## src/rtl/profcounter_dump_ctrl.sv

```systemverilog
// profcounter_dump_ctrl
//   Dumps a snapshot of NUM_COUNTERS 64-bit profiling counters through the
//   SequentialWriter command port. An accepted start latches the target
//   offset and snapshots every counter. The block then issues an optional
//   header PUSH, one PUSH per counter and a FLUSH. It ignores wrIdle for a
//   short guard window, waits for the writer to go idle and pulses done.
//
// Ports
//   clk        : clock, rising edge
//   rst_n      : asynchronous active-low reset
//   start      : dump request, level-sampled every cycle
//   baseAddr   : target offset, latched when a dump is accepted
//   counters   : counter i at [64*i+63:64*i], snapshotted at accept
//   busy       : high from accept until done
//   done       : one-cycle completion pulse
//   dumpCount  : number of completed dumps (wraps)
//   overrun    : sticky, start seen while a dump was in progress
//   wrOffset   : writer offset, held from one accept to the next
//   wrCommand  : writer command (0 NOP, 1 PUSH, 2 FLUSH)
//   wrValue    : writer value, zero whenever wrCommand is NOP
//   wrIdle     : writer idle flag

module profcounter_dump_ctrl #(
    parameter int NUM_COUNTERS = 4,
    parameter bit HEADER_EN    = 1'b1,
    parameter int GUARD_CYCLES = 2
) (
    input  logic                       clk,
    input  logic                       rst_n,
    input  logic                       start,
    input  logic [63:0]                baseAddr,
    input  logic [64*NUM_COUNTERS-1:0] counters,
    output logic                       busy,
    output logic                       done,
    output logic [31:0]                dumpCount,
    output logic                       overrun,
    output logic [63:0]                wrOffset,
    output logic [3:0]                 wrCommand,
    output logic [63:0]                wrValue,
    input  logic                       wrIdle
);

    localparam int          GW       = $clog2(GUARD_CYCLES + 1);
    localparam logic [7:0]  LAST_IDX = 8'(NUM_COUNTERS - 1);
    localparam logic [15:0] NUM_W16  = 16'(NUM_COUNTERS);
    localparam logic [3:0]  CMD_NOP   = 4'd0;
    localparam logic [3:0]  CMD_PUSH  = 4'd1;
    localparam logic [3:0]  CMD_FLUSH = 4'd2;

    typedef enum logic [2:0] {
        S_IDLE  = 3'd0,
        S_HDR   = 3'd1,
        S_PUSH  = 3'd2,
        S_FLUSH = 3'd3,
        S_GUARD = 3'd4,
        S_WAITI = 3'd5
    } state_e;

    state_e                     state_q;
    logic                       pending_q;
    logic [64*NUM_COUNTERS-1:0] snap_q;
    logic [7:0]                 idx_q;
    logic [GW-1:0]              guard_q;
    logic                       busy_q;
    logic                       done_q;
    logic [31:0]                dump_count_q;
    logic                       overrun_q;
    logic [63:0]                wr_offset_q;
    logic [3:0]                 wr_command_q;
    logic [63:0]                wr_value_q;

    logic                       accept_s;
    logic [63:0]                push_word_s;

    // A pending request counts the same as a live start, so a request made
    // while the writer is still busy is never lost.
    assign accept_s = (state_q == S_IDLE) && (start || pending_q) && wrIdle;

    // Select the snapshot word addressed by idx_q using constant slices only.
    always_comb begin
        push_word_s = 64'd0;
        for (int i = 0; i < NUM_COUNTERS; i++) begin
            push_word_s = (idx_q == 8'(i)) ? snap_q[64*i +: 64] : push_word_s;
        end
    end

    // Dump sequencer: state, snapshot and all registered outputs.
    always_ff @(posedge clk or negedge rst_n) begin
        if (!rst_n) begin
            state_q      <= S_IDLE;
            pending_q    <= 1'b0;
            snap_q       <= '0;
            idx_q        <= 8'd0;
            guard_q      <= {GW{1'b0}};
            busy_q       <= 1'b0;
            done_q       <= 1'b0;
            dump_count_q <= 32'd0;
            overrun_q    <= 1'b0;
            wr_offset_q  <= 64'd0;
            wr_command_q <= CMD_NOP;
            wr_value_q   <= 64'd0;
        end else begin
            // Commands and done are single-cycle; they fall back by default.
            wr_command_q <= CMD_NOP;
            wr_value_q   <= 64'd0;
            done_q       <= 1'b0;

            // Any start outside IDLE is dropped and flagged; this includes
            // the WAITI cycle in which done is produced.
            if (start && (state_q != S_IDLE)) begin
                overrun_q <= 1'b1;
            end

            case (state_q)
                S_IDLE: begin
                    if (accept_s) begin
                        wr_offset_q <= baseAddr;
                        snap_q      <= counters;
                        busy_q      <= 1'b1;
                        pending_q   <= 1'b0;
                        idx_q       <= 8'd0;
                        state_q     <= HEADER_EN ? S_HDR : S_PUSH;
                    end else if (start) begin
                        pending_q <= 1'b1;
                    end
                end
                S_HDR: begin
                    // Header carries the pre-increment dump count.
                    wr_command_q <= CMD_PUSH;
                    wr_value_q   <= {16'hC0DE, NUM_W16, dump_count_q};
                    idx_q        <= 8'd0;
                    state_q      <= S_PUSH;
                end
                S_PUSH: begin
                    wr_command_q <= CMD_PUSH;
                    wr_value_q   <= push_word_s;
                    if (idx_q == LAST_IDX) begin
                        state_q <= S_FLUSH;
                    end else begin
                        idx_q <= idx_q + 8'd1;
                    end
                end
                S_FLUSH: begin
                    wr_command_q <= CMD_FLUSH;
                    guard_q      <= GW'(GUARD_CYCLES);
                    state_q      <= S_GUARD;
                end
                S_GUARD: begin
                    // The writer may still report idle right after FLUSH;
                    // its flag is not trusted until the guard expires.
                    if (guard_q == {GW{1'b0}}) begin
                        state_q <= S_WAITI;
                    end else begin
                        guard_q <= guard_q - GW'(1);
                    end
                end
                S_WAITI: begin
                    if (wrIdle) begin
                        done_q       <= 1'b1;
                        busy_q       <= 1'b0;
                        dump_count_q <= dump_count_q + 32'd1;
                        state_q      <= S_IDLE;
                    end
                end
                default: begin
                    state_q <= S_IDLE;
                end
            endcase
        end
    end

    assign busy      = busy_q;
    assign done      = done_q;
    assign dumpCount = dump_count_q;
    assign overrun   = overrun_q;
    assign wrOffset  = wr_offset_q;
    assign wrCommand = wr_command_q;
    assign wrValue   = wr_value_q;

endmodule

```

## config.mk

```make
export PLATFORM = sky130hd
export DESIGN_NAME = profcounter_dump_ctrl
export DESIGN_NICKNAME = d
export VERILOG_FILES = /design/src/rtl/profcounter_dump_ctrl.sv
export SDC_FILE = /design/constraint.sdc
export NUM_CORES = 1
export LEC_CHECK = 0
export CORE_AREA = 2 2 167 235
export DETAILED_ROUTE_END_ITERATION = 6
export DIE_AREA = 0 0 169 237
export PLACE_DENSITY_LB_ADDON = 0.1
export SETUP_SLACK_MARGIN = 0.05
export SYNTH_ARGS = -nofsm -noshare
export SYNTH_HDL_FRONTEND = slang
export SYNTH_SLANG_ARGS = --single-unit
```

## constraint.sdc

```tcl
create_clock -name clk -period 3.5 [get_ports clk]
set_input_delay 0.7 -clock clk [delete_from_list [all_inputs] [get_ports clk]]
set_output_delay 0.7 -clock clk [all_outputs]
set_load 0.05 [all_outputs]
```

==> results.md <==
* Status: finished clean
* First-pass GRT wire length at 83,900 um
* R2R Setup Slk at around 890 ps
* Worst-margin pin slew at just over 1000 ps
* Crit-path slowest cell: clkdlybuf4s50_1
* Post-CTS setup buffers at 0
* Hold Vio Cnt, Final at 0
* Clock tree buffer depth at 3
* FMAX at between 300 and 400 MHz
* Crit-path max FO at 7
* Nets@finish at ~2,300
* Routed Antenna Nets at 0
* Slew Limit Fails at 0
* # rows at 85
* Synth Cell Area at 18,700 sq um
* Crit path cell chain: clkdlybuf4s50_1
* 1st-iter DRT viols at approximately 850
* Max VDD drop at ~730 uV
* Core Util, Final at 0.672
* Setup TNS at 0 ps
* Library cells used by synthesis at between 50 and 60
* Clock Sinks at ~440
* Multi-input logic area at approximately 7000 sq um
* Min Tclk post-route at between 2000 and 3000 ps
* Post_cts resized at 0
* Antenna violations before repair at 6
* Root Driver: clkbuf_16
* Cts hold-fix bufs at 0
* Worst Reg-to-Reg Cells at 5
* Top post-synthesis cells by area: dfrtp_1 58%, mux2_2 15%, a221oi_2 3.2%
* Placer congestion estimate at a little under 0.9
* Clock tree from TritonCTS: done
* Cell taking the most area after synthesis: dfrtp_1
* Worst r2r src: state_q[1]
* Starting Density at 0.492
* Top_reg_cell synth: dfrtp_1
* Power Total at 25,200 uW
* Number of global-route vias before repair at about 14,000
* # fillers at between 2,000 and 3,000
* Post-synth EDFFs at 0
* CP Capture Type: primary output
* CP Class: flip-flop to primary output
* Detailed Route WL at between 50,000 and 60,000 um
* Async S/R FF share, synth at 1.00
* Wire length per cell at between 20 and 25 um
* Worst path max stage delay at ~900 ps
* Dpl hpwl at a little over 40,000 um
* Via count at 13,560
* Ports at around 490
* Avg Cell Area, Syn at ~13 sq um
* Post-route insts no fill at ~2,500
* Sequential cell area at 10,900 sq um
* Hold Slack at about 160 ps
* H-tree Lvls at 2
* Die extent in y at about 240 um
* Area share of the largest cell type after synthesis at 0.581
* #FFs+latches synth at around 440
* CP arrival at a little under 2000 ps
* Cells after synthesis at around 1,500
* Die area at 40,100 sq um
* Terminus of the critical flop-to-flop path: wrValue[28]
* WP buf/inv at 1
* Core region area at 38,100 sq um
* DP Cell Count at around 2,400
* Slew headroom at 0.318
* Die width at 169 um
* Clk_lat worst skew at around 550 ps
* Leakage at about 0.011 uW
* Final setup fails at 0
* Clock Skew at between 10 and 15 ps
* Number of port buffers at slightly below 500
* YS warnings at 0
* Family with the most delay on the worst path: buffers and inverters
* RSZ-0062 raised after global routing: false
* Area delta synth->final at 36.5%
* DR pass1 iterations at 5
* Vias/cell at approximately 5.5
* Worst EP required at approximately 2800 ps
* CP Launch Type: flip-flop
* Gr usage total at 0.278
* CTS Buf Count at 44
* Proportion of layout cells with a drive suffix above 1 at 0.226
* Gr ovfl total at 0
* Clk pin slew, worst setup/hold paths at ~60 ps
* Fin crit share at 0.757
* Largest net degree at the start of global routing at 94
* Worst min path class: input pin to async pin
* PwrDens at a little under 1000 nW/um^2
* MaxCap Viol Count at 0
* Seq/Total Area, Yosys at 0.581
* DRC at 0
## per-stage QoR
stage,setup WS (ps),instance area (sq um)
after floorplan,1520,18700
after global placement,768,24000
after detailed placement,712,24000
after CTS,817,25600
after global routing,700,25600
final,850,25600
## synth_stat cells, types with 7 or more instances
master / instances
nand4_1: 9
o31ai_2: 37
a31oi_1: 26
nor3_1: 7
nand3_1: 16
and3_1: 9
a21oi_1: 110
nor2_1: 11
clkbuf_1: 52
inv_1: 70
nand2_1: 138
a211o_1: 23
buf_6: 9
xor2_1: 18
a221oi_2: 40
a21o_1: 24
nor4_1: 9
buf_4: 23
buf_2: 22
xnor2_1: 14
mux2_2: 256
dfrtp_1: 435
o21ai_0: 70
## layout by cell type (no fill, tap or decap), types with 9 or more instances in the layout
master	Yosys	final
buf_12	0	12
clkinv_2	0	9
xor2_1	18	18
nor4_1	9	9
o31ai_2	37	37
xnor2_1	14	14
o21ai_0	70	70
a21o_1	24	24
dfrtp_1	435	435
clkbuf_16	0	45
nand3_1	16	16
nand4_1	9	9
a31oi_1	26	26
mux2_2	256	256
a221oi_2	40	40
a21oi_1	110	110
a211o_1	23	23
nand2_1	138	138
clkbuf_1	52	12
and3_1	9	9
buf_4	23	17
inv_1	70	70
clkdlybuf4s50_1	0	487
nor2_1	11	11
## per-layer routing
layer,global-route usage,part of all wire,vias to the layer above
met5,0,0.00023,-
met1,0.296,0.35,6821
li1,-,-,6180
met4,0.130,0.049,2
met3,0.0740,0.072,99
met2,0.507,0.53,458
## cells by family (layout without fill, tap and decap cells)
logic type | Yosys count | in the layout | share of synthesized area
other | 1 | 6 | 0.000200
XOR/XNOR | 32 | 32 | 0.0150
adder cells (fa/ha/maj) | 6 | 6 | 0.00401
multiplexers | 257 | 257 | 0.154
AND/OR/NAND/NOR | 223 | 223 | 0.0566
flip-flops | 435 | 435 | 0.581
AO/OA/AOI/OAI | 352 | 352 | 0.143
buffers and inverters | 183 | 668 | 0.0464
## worst max-delay path by stage
| stage | from | endpoint | cells after the start |
|---|---|---|---|
| 2_1_floorplan | idx_q[1] | wrValue[49] | 9 |
| 3_3_place_gp | wrIdle | snap_q[88] | 6 |
| 4_1_cts | dumpCount[2] | dumpCount[2] | 1 |
| 3_5_place_dp | wrIdle | snap_q[22] | 6 |
| 6_report | dumpCount[2] | dumpCount[2] | 1 |
| 5_1_grt | state_q[1] | wrValue[4] | 5 |
## power breakdown
group	total [uW]	internal, uW	switching (uW)	leakage (uW)
clock network	5000	3030	1970	0.000753
registers	8550	7280	1270	0.00536
logic	11700	4720	6960	0.00483
total	25200	15000	10200	0.0109
## state kept, by name, indices dropped and copies added, names as in the netlist
| register | flops |
|---|---|
| wrCommand | 2 |
| guard_q | 2 |
| dumpCount | 32 |
| done | 1 |
| idx_q | 8 |
| overrun | 1 |
| state_q | 3 |
| pending_q | 1 |
| wrValue | 64 |
| wrOffset | 64 |
| busy | 1 |
| snap_q | 256 |
## layout make-up
| cell class | count | share of cell area |
|---|---|---|
| antenna | 4 | 0.000391 |
| timing repair buffer | 517 | 0.206 |
| multi-input combinational | 872 | 0.275 |
| sequential | 435 | 0.426 |
| clock buffer | 64 | 0.0496 |
| tap | 478 | 0.0234 |
| clock inverter | 16 | 0.00998 |
| inverter | 71 | 0.0104 |
No activity file was read; power rests on OpenSTA's default activity.
